**src/rtl/incr_pkg.sv**
```systemverilog
// -----------------------------------------------------------------------------
// incr_pkg
// Shared types and defaults for the shared-incrementer arbiter.
//   incr_arb_state_t : response-slot state (EMPTY / FULL)
//   INCR_WIDTH_DEF   : default data width
//   INCR_NUM_REQ_DEF : default number of requesters
// -----------------------------------------------------------------------------
package incr_pkg;

    typedef enum logic {
        EMPTY = 1'b0,
        FULL  = 1'b1
    } incr_arb_state_t;

    localparam int INCR_WIDTH_DEF   = 8;
    localparam int INCR_NUM_REQ_DEF = 4;

endpackage

```
**src/rtl/incrementer.sv**
```systemverilog
// -----------------------------------------------------------------------------
// incrementer
// Combinational +1 datapath, shared by all requesters of the arbiter.
//   a     in  WIDTH : source value
//   y     out WIDTH : a + 1, modulo 2^WIDTH
//   carry out 1     : carry out of the addition (a was all ones)
// -----------------------------------------------------------------------------
module incrementer #(
    parameter int WIDTH = 8
) (
    input  logic [WIDTH-1:0] a,
    output logic [WIDTH-1:0] y,
    output logic             carry
);

    assign {carry, y} = {1'b0, a} + {{WIDTH{1'b0}}, 1'b1};

endmodule

```
**src/rtl/rr_arbiter.sv**
```systemverilog
// -----------------------------------------------------------------------------
// rr_arbiter
// Purely combinational round-robin grant selection. The search begins at ptr
// and wraps from N-1 to 0; the first asserted request wins. The pointer
// register lives in the parent.
//   req     in  N  : request vector
//   ptr     in  IW : index where the search starts
//   en      in  1  : allow a grant this cycle
//   gnt     out N  : one-hot grant (zero when en is low or no request)
//   gnt_idx out IW : encoded winner (valid whenever any req bit is set)
// -----------------------------------------------------------------------------
module rr_arbiter #(
    parameter  int N  = 4,
    localparam int IW = (N > 1) ? $clog2(N) : 1
) (
    input  logic [N-1:0]  req,
    input  logic [IW-1:0] ptr,
    input  logic          en,
    output logic [N-1:0]  gnt,
    output logic [IW-1:0] gnt_idx
);

    logic        found;
    int unsigned idx;

    always_comb begin
        gnt     = '0;
        gnt_idx = '0;
        found   = 1'b0;
        idx     = 0;
        for (int k = 0; k < N; k++) begin
            // Rotated index: ptr + k, wrapped without a modulo operator.
            idx = int'(ptr) + k;
            if (idx >= N) begin
                idx = idx - N;
            end
            if (!found && req[IW'(idx)]) begin
                found   = 1'b1;
                gnt_idx = IW'(idx);
            end
        end
        if (en && found) begin
            gnt[gnt_idx] = 1'b1;
        end
    end

endmodule

```
**src/rtl/incr_share_arbiter.sv**
```systemverilog
// -----------------------------------------------------------------------------
// incr_share_arbiter
// Shares one incrementer among NUM_REQ requesters. A round-robin arbiter picks
// one valid request per cycle and registers value+1 into a one-deep response
// slot tagged with the requester index.
//
// Build option: define INCR_ARB_SATURATE_EN to make an all-ones input produce
// an all-ones result instead of wrapping to zero (resp_overflow is 1 either way).
//
// Ports:
//   clock         in  1             : clock, rising edge
//   reset         in  1             : synchronous active-high reset
//   req_valid     in  NUM_REQ       : requester i has a value pending
//   req_data      in  NUM_REQ*WIDTH : requester i value at [i*WIDTH +: WIDTH]
//   req_ready     out NUM_REQ       : one-hot accept of requester i this cycle
//   resp_valid    out 1             : response slot holds a result
//   resp_ready    in  1             : consumer takes the response this cycle
//   resp_data     out WIDTH         : incremented value
//   resp_id       out ID_W          : index of the originating requester
//   resp_overflow out 1             : source value was all ones
// -----------------------------------------------------------------------------
module incr_share_arbiter
    import incr_pkg::*;
#(
    parameter  int WIDTH   = INCR_WIDTH_DEF,
    parameter  int NUM_REQ = INCR_NUM_REQ_DEF,
    localparam int ID_W    = $clog2(NUM_REQ)
) (
    input  logic                     clock,
    input  logic                     reset,
    input  logic [NUM_REQ-1:0]       req_valid,
    input  logic [NUM_REQ*WIDTH-1:0] req_data,
    output logic [NUM_REQ-1:0]       req_ready,
    output logic                     resp_valid,
    input  logic                     resp_ready,
    output logic [WIDTH-1:0]         resp_data,
    output logic [ID_W-1:0]          resp_id,
    output logic                     resp_overflow
);

    incr_arb_state_t  state_q, state_d;
    logic [WIDTH-1:0] resp_data_q, resp_data_d;
    logic [ID_W-1:0]  resp_id_q, resp_id_d;
    logic             resp_ovf_q, resp_ovf_d;
    logic [ID_W-1:0]  rr_ptr_q, rr_ptr_d;

    logic [WIDTH-1:0]   req_arr [NUM_REQ];
    logic [NUM_REQ-1:0] gnt;
    logic [ID_W-1:0]    gnt_idx;
    logic               accept;
    logic               arb_en;
    logic               handshake;
    logic [WIDTH-1:0]   sel_data;
    logic [WIDTH-1:0]   inc_sum;
    logic               inc_carry;
    logic [WIDTH-1:0]   inc_result;

    for (genvar gi = 0; gi < NUM_REQ; gi++) begin : g_unpack
        assign req_arr[gi] = req_data[gi*WIDTH +: WIDTH];
    end

    // A full slot can be drained and refilled in the same cycle.
    assign accept = (state_q == EMPTY) || resp_ready;
    // Reset blocks grants combinationally so nothing is accepted in that cycle.
    assign arb_en = accept && !reset;

    rr_arbiter #(
        .N(NUM_REQ)
    ) u_arb (
        .req    (req_valid),
        .ptr    (rr_ptr_q),
        .en     (arb_en),
        .gnt    (gnt),
        .gnt_idx(gnt_idx)
    );

    assign req_ready = gnt;
    assign handshake = |gnt;
    assign sel_data  = req_arr[gnt_idx];

    incrementer #(
        .WIDTH(WIDTH)
    ) u_inc (
        .a    (sel_data),
        .y    (inc_sum),
        .carry(inc_carry)
    );

`ifdef INCR_ARB_SATURATE_EN
    assign inc_result = inc_carry ? {WIDTH{1'b1}} : inc_sum;
`else
    assign inc_result = inc_sum;
`endif

    always_comb begin
        state_d     = state_q;
        resp_data_d = resp_data_q;
        resp_id_d   = resp_id_q;
        resp_ovf_d  = resp_ovf_q;
        rr_ptr_d    = rr_ptr_q;
        if (handshake) begin
            state_d     = FULL;
            resp_data_d = inc_result;
            resp_id_d   = gnt_idx;
            // Carry out of +1 is set exactly when the source was all ones.
            resp_ovf_d  = inc_carry;
            rr_ptr_d    = (gnt_idx == ID_W'(NUM_REQ - 1)) ? '0 : gnt_idx + 1'b1;
        end else if (state_q == FULL && resp_ready) begin
            // Drain only; payload registers keep their stale values.
            state_d = EMPTY;
        end
    end

    always_ff @(posedge clock) begin
        if (reset) begin
            state_q     <= EMPTY;
            resp_data_q <= '0;
            resp_id_q   <= '0;
            resp_ovf_q  <= 1'b0;
            rr_ptr_q    <= '0;
        end else begin
            state_q     <= state_d;
            resp_data_q <= resp_data_d;
            resp_id_q   <= resp_id_d;
            resp_ovf_q  <= resp_ovf_d;
            rr_ptr_q    <= rr_ptr_d;
        end
    end

    assign resp_valid    = (state_q == FULL);
    assign resp_data     = resp_data_q;
    assign resp_id       = resp_id_q;
    assign resp_overflow = resp_ovf_q;

endmodule

```
**config.mk**
```make
export PLATFORM = sky130hd
export DESIGN_NAME = incr_share_arbiter
export DESIGN_NICKNAME = d
export VERILOG_FILES = /design/src/rtl/incr_pkg.sv /design/src/rtl/incrementer.sv /design/src/rtl/rr_arbiter.sv /design/src/rtl/incr_share_arbiter.sv
export SDC_FILE = /design/constraint.sdc
export NUM_CORES = 1
export LEC_CHECK = 0
export ABC_CLOCK_PERIOD_IN_PS = 6300
export BUFFER_PORTS_ARGS = -buffer_cell sky130_fd_sc_hd__buf_2
export CORE_MARGIN = 2
export CORE_UTILIZATION = 51
export CTS_CLUSTER_DIAMETER = 50
export DETAILED_ROUTE_END_ITERATION = 12
export MAX_ROUTING_LAYER = met4
export PLACE_DENSITY = 0.84
export SYNTH_ARGS = -nofsm -noshare
export SYNTH_HDL_FRONTEND = slang
export SYNTH_SLANG_ARGS = --single-unit
export TNS_END_PERCENT = 30
```
**constraint.sdc**
```tcl
create_clock -name clock -period 6.3 [get_ports clock]
set_input_delay 0.315 -clock clock [delete_from_list [all_inputs] [get_ports clock]]
set_output_delay 0.315 -clock clock [all_outputs]
set_load 0.02 [all_outputs]
```
### Word level (Yosys, flattened, before mapping)

Cells that the tools add are included.

* add/subtract/negate cells: 9
* order comparisons: 11
* eq/ne operators: 1
* mux-type cells: 29
* bitwise logic cells: 2
* reductions and logical operators: 14

Operators with widths (number)
* 2-bit 2-to-1 mux: 9
* 8-bit binary-select mux with 2-bit select: 1
* 8-bit 2-to-1 mux: 2
* 2-bit by 3-bit less-than comparator with 1-bit output (second input constant): 5
* 3-bit >= comparator (second input constant): 4
* 1-bit 2-to-1 mux: 11
* 8-bit by 1-bit adder with 9-bit output (second input constant): 1
* 1-bit binary-select mux with 2-bit select: 4
* 2-bit by 1-bit subtractor with 2-bit output (second input constant): 4
* 1-bit logical AND: 7
* 2-bit by 2-bit adder with 3-bit output (second input constant): 2
* 1-bit logical NOT: 4
* 4-bit 2-to-1 mux: 1
* 4-bit OR reduction: 1
* 2-bit by 1-bit adder with 3-bit output (second input constant): 1
* 2-bit by 3-bit >= comparator with 1-bit output (second input constant): 1
* 2-bit inverter with 3-bit output: 1
* 2-bit by 1-bit adder with 2-bit output (second input constant): 1
* 1-bit demux with 2-bit select: 1
* 2-bit equality test (second input constant): 1
* 2-bit by 1-bit >= comparator with 1-bit output (second input constant): 1
* 2-bit nonzero test: 1
* 1-bit logical OR: 1
* 1-bit inverter: 1

* register bits: 14
* input bits: 39
* output and inout port bits: 16
* logic and storage cells: 71

### Depth between registers and ports, before layout

* depth in word-level cells: 21
* mapped depth: 12
* gate-level depth less buffers: 9

### Hierarchy

From an unflattened synthesis, not the netlist that was laid out.

* cells, all modules: 109
* area total of the unflattened synthesis: 1093.5 um^2

Modules (own cells, without submodules)
* incr_share_arbiter: times used 1, cells an instance 72, area each 837.1 um^2
* rr_arbiter: times used 1, cells an instance 19, area each 135.1 um^2
* incrementer: times used 1, cells an instance 18, area each 121.4 um^2

### Worst setup path after synthesis

Ideal clock, no wire load.

* path type: input to register
* from: input req_valid[2]
* to: register resp_data_q[5], in the netlist resp_data[5]
* library setup time: 0.120 ns
* arrival: 2.885 ns
* data required time: 6.180 ns
* slack: 3.295 ns
* cell stages on the path: 10
* path through: nor2b_1 > buf_4 > or4b_4 > buf_6 > nand2_8 > inv_1 > ha_1 > o41ai_1 > nor4_1 > a211o_1

* longest elaborated chain between the ends: 18
* elaborated cells between the ends (all ways): 35
* those cells by class: 1 x add/sub; 2 x order compare; 22 x mux; 1 x bitwise; 9 x reduce/logical

RTL lines
* from (decl): line incr_share_arbiter.sv:31 `input logic [NUM_REQ-1:0] req_valid,`
* 1-bit binary-select mux with 2-bit select: line rr_arbiter.sv:37 `if (!found && req[IW'(idx)]) begin`
* 1-bit 2-to-1 mux (not written as such): line rr_arbiter.sv:37
* 1-bit 2-to-1 mux: line rr_arbiter.sv:37
* 1-bit logical NOT: line rr_arbiter.sv:37
* 1-bit logical AND: line rr_arbiter.sv:37
* 1-bit 2-to-1 mux: line rr_arbiter.sv:37
* 1-bit logical NOT: line rr_arbiter.sv:37
* 1-bit logical AND: line rr_arbiter.sv:37
* 1-bit 2-to-1 mux: line rr_arbiter.sv:37
* 1-bit logical NOT: line rr_arbiter.sv:37
* 1-bit logical AND: line rr_arbiter.sv:37
* 2-bit 2-to-1 mux (*): line rr_arbiter.sv:37
* net gnt_idx[0]: line incr_share_arbiter.sv:49 `logic [ID_W-1:0] gnt_idx;`
* parallel branches: the longest is 6 deep, another holds 8-bit by 1-bit adder with 9-bit output
* to (signal assigned): line incr_share_arbiter.sv:123 `resp_data_q <= resp_data_d;`
* to (decl): line incr_share_arbiter.sv:42 `logic [WIDTH-1:0] resp_data_q, resp_data_d;`

Mark *: on every way through the listed nets, which the timed path passes. The select of a mux whose other input is x is not followed.
A chain may end at the register's enable or synchronous reset.

### Final worst setup path

* from: register rr_ptr_q[0]
* to: register resp_ovf_q, in the netlist resp_overflow

* longest elaborated chain between the ends: 20
* elaborated cells between the ends (all ways): 50
* those cells by class: 8 x add/sub; 6 x order compare; 26 x mux; 1 x bitwise; 9 x reduce/logical

RTL lines
* from (decl): line incr_share_arbiter.sv:45 `logic [ID_W-1:0] rr_ptr_q, rr_ptr_d;`
* from (signal assigned): line incr_share_arbiter.sv:126 `rr_ptr_q <= rr_ptr_d;`
* parallel branches: the longest is 13 deep, another holds 2-bit by 1-bit adder with 3-bit output
* 2-bit 2-to-1 mux (*): line rr_arbiter.sv:37
* net gnt_idx[1]: line incr_share_arbiter.sv:49
* parallel branches: the longest is 6 deep, another holds 8-bit by 1-bit adder with 9-bit output
* to (signal assigned): line incr_share_arbiter.sv:125 `resp_ovf_q <= resp_ovf_d;`
* to (decl): line incr_share_arbiter.sv:44 `logic resp_ovf_q, resp_ovf_d;`

Marks and branches as above.

==> out/metrics.csv <==
metric,value,unit
grt ovf,0,
Sink Count,14,
Worst Tran Pin Value,765,ps
Clk Tree Root Cell,clkbuf_4,
TritonCTS clock tree,yes,
"Hold Vio Cnt, Final",0,
CP Data Required Time,6530,ps
Placed Instances,236,
initial antenna violation count,0,
share of post-route cells with drive strength above 1,0.333,
post-CTS resize count,0,
synthesized area,0.00128,mm^2
worst hold slack,303,ps
crit path buf inv count,1,
setup TNS,0,ps
Worst setup EP type,flop,
Setup WS pre-CTS,2920,ps
RSZ-0062 raised after global routing,no,
vias in the first global route,1229,
outcome,finished clean,
Max Used Layer,met4,
Tmin final,3350,ps
dominant cell type by area after synthesis,dfxtp_1,
"Clk Latency, worst-skew pair",290,ps
maximum fanout along the worst path,20,
hold_buf cts,0,
post-layout power,0.406,mW
Final GP Congestion,0.864,
sequential cell area,280,um^2
headroom to the max-slew limit,0.483,
syn nets,207,
crit path kind,reg2reg,
f_max,298,MHz
main flop type after synthesis,dfxtp_1,
critical-path cell list,nor2b_1 -> a211o_1 -> nand2_2 -> inv_2 -> ha_1 -> o41a_1 -> o211ai_1 -> or4_1 -> a21oi_1,
WP data arrival,3580,ps
HPWL Detailed,2.64,mm
clk slew on worst S/H paths,100,ps
# setup viols final,0,
clk buf depth,2,
Detailed Routing Iterations Pass 1,4,
number of fill cells,227,
# DRC,0,
Mean Syn Cell Area,7.84,um^2
Die Width,54.1,um
min-delay worst type,in2reg,
routed wl met3,226,um
register area share after synthesis,0.219,
drt wl/cell,14.4,um
Post-Layout Cell Count,240,
"Warnings, synthesis",0,
total core area,0.00243,mm^2
fin crit share,0.532,
area grow syn2layout,22.2,%
post-place instance area,0.00153,mm^2
Total Routing Usage GR,0.247,
DRT iter0 DRCs,25,
number of max-cap violations,0,
first-pass GRT wire length,5.25,mm
Post-CTS Setup Repair Bufs,0,
via count,1480,
"Core Util, Final",0.642,
# IOs,55,
clk_skew,14.6,ps
Routed WL,3.45,mm
"Async S/R FF share, synth",0,
max incr delay on CP,630,ps
Max Slew Vio Count,0,
CTS Buf Count,3,
row count,18,
antenna cell count,0,
"top cells by area, synth","dfxtp_1 22%, nand3_1 6.7%, nand2_1 5.0%",
nature of the critical path startpoint,flop,
final setup margin,2950,ps
die area,0.00292,mm^2
"FF+latch count, synth",14,
met2 WL,1.72,mm
Multi-input gate area,918,um^2
Power Dens Cells,260,mW/mm^2
slowest library cell on the worst path,o41a_1,
Crit path max-delay family,compound AO/OA/AOI/OAI gates,
H-tree Lvls,1,
Post-Layout Inst Area,0.00156,mm^2
port bufs,54,
Lkg Pwr,0.659,nW
Peak VDD IR,214,uV
"EDFF count, synth",0,
Syn Inst Count,163,
largest net degree at the start of global routing,21,
Yosys top cell area share,0.219,
Commonest cells post-synth,"17 x nand2_1, 17 x nand3_1, 14 x dfxtp_1, 10 x nor4_1, 8 x nor3b_1",
die height,54.1,um
Final ANT Viol Nets,0,
initial core utilization,0.525,
M1 WL,1.46,mm
flop2flop setup slack,2950,ps
"Distinct cells, synth",45,
final net count,255,
Vias/cell,6.17,
[routing by layer]
layer,global-route usage,vias up
li1,-,725
met1,0.293,692
met2,0.441,59
met3,0.0361,4
met4,0.0500,0
met5,-,-
[cell type report]
class | instances | area share
multi-input combinational | 134 | 0.588
sequential | 14 | 0.179
timing repair buffer | 55 | 0.178
tap | 30 | 0.0240
clock buffer | 4 | 0.0232
inverter | 3 | 0.00721
[worst paths after layout]
| check | end | cells past startpoint | start |
|---|---|---|---|
| max | resp_overflow | 9 | rr_ptr_q[0] |
| min | resp_valid | 3 | resp_ready |
| max reg2reg | resp_overflow | 9 | rr_ptr_q[0] |
| min reg2reg | resp_overflow | 2 | resp_overflow |
[cells in the final DEF (no fill, tap or decap), drive strengths merged]
cell     n
nor2b    4
a32o     1
or2      1
a211o    2
a21oi    6
buf     55
nand2   19
o41a     1
xor2     1
clkbuf   4
nor2     8
nand3b   1
mux2     2
or4b     1
o311a    1
nor4    11
o41ai    1
a221oi   6
dfxtp   14
inv      3
o211ai   2
and2     5
nor4b    1
o21ai    8
nor3b    8
nand2b   1
nand3   17
nand4b   1
or4      3
ha       5
mux2i    3
nand4    1
o21bai   1
xnor2    2
a211oi   5
a32oi    5
[registers in the layout, indices dropped and copies added (netlist names)]
name,flops
resp_overflow,1
resp_valid,1
rr_ptr_q,2
resp_data,8
resp_id,2
[worst reg2reg max path, delay by kind of cell, from the launching register on]
kind	cells	cell delay [ps]
compound gates	4	1340
fa+ha+maj	1	240
buf+inv	1	240
flops	1	360
simple gates	3	1110
[report_power, final]
part           switching [mW]  internal (mW)  total (mW)
Clock                  0.0326         0.0352      0.0677
Combinational           0.133         0.0865       0.220
Sequential             0.0131          0.105       0.119
Total                   0.179          0.227       0.406
[logic make-up after synthesis]
logic type / synth area share
multiplexers: 0.0411
XOR/XNOR: 0.0206
buffers and inverters: 0.0617
flip-flops: 0.219
adder cells (fa/ha/maj): 0.0490
AND/OR/NAND/NOR: 0.380
AO/OA/AOI/OAI: 0.228
(Power assumes the default switching activity.)
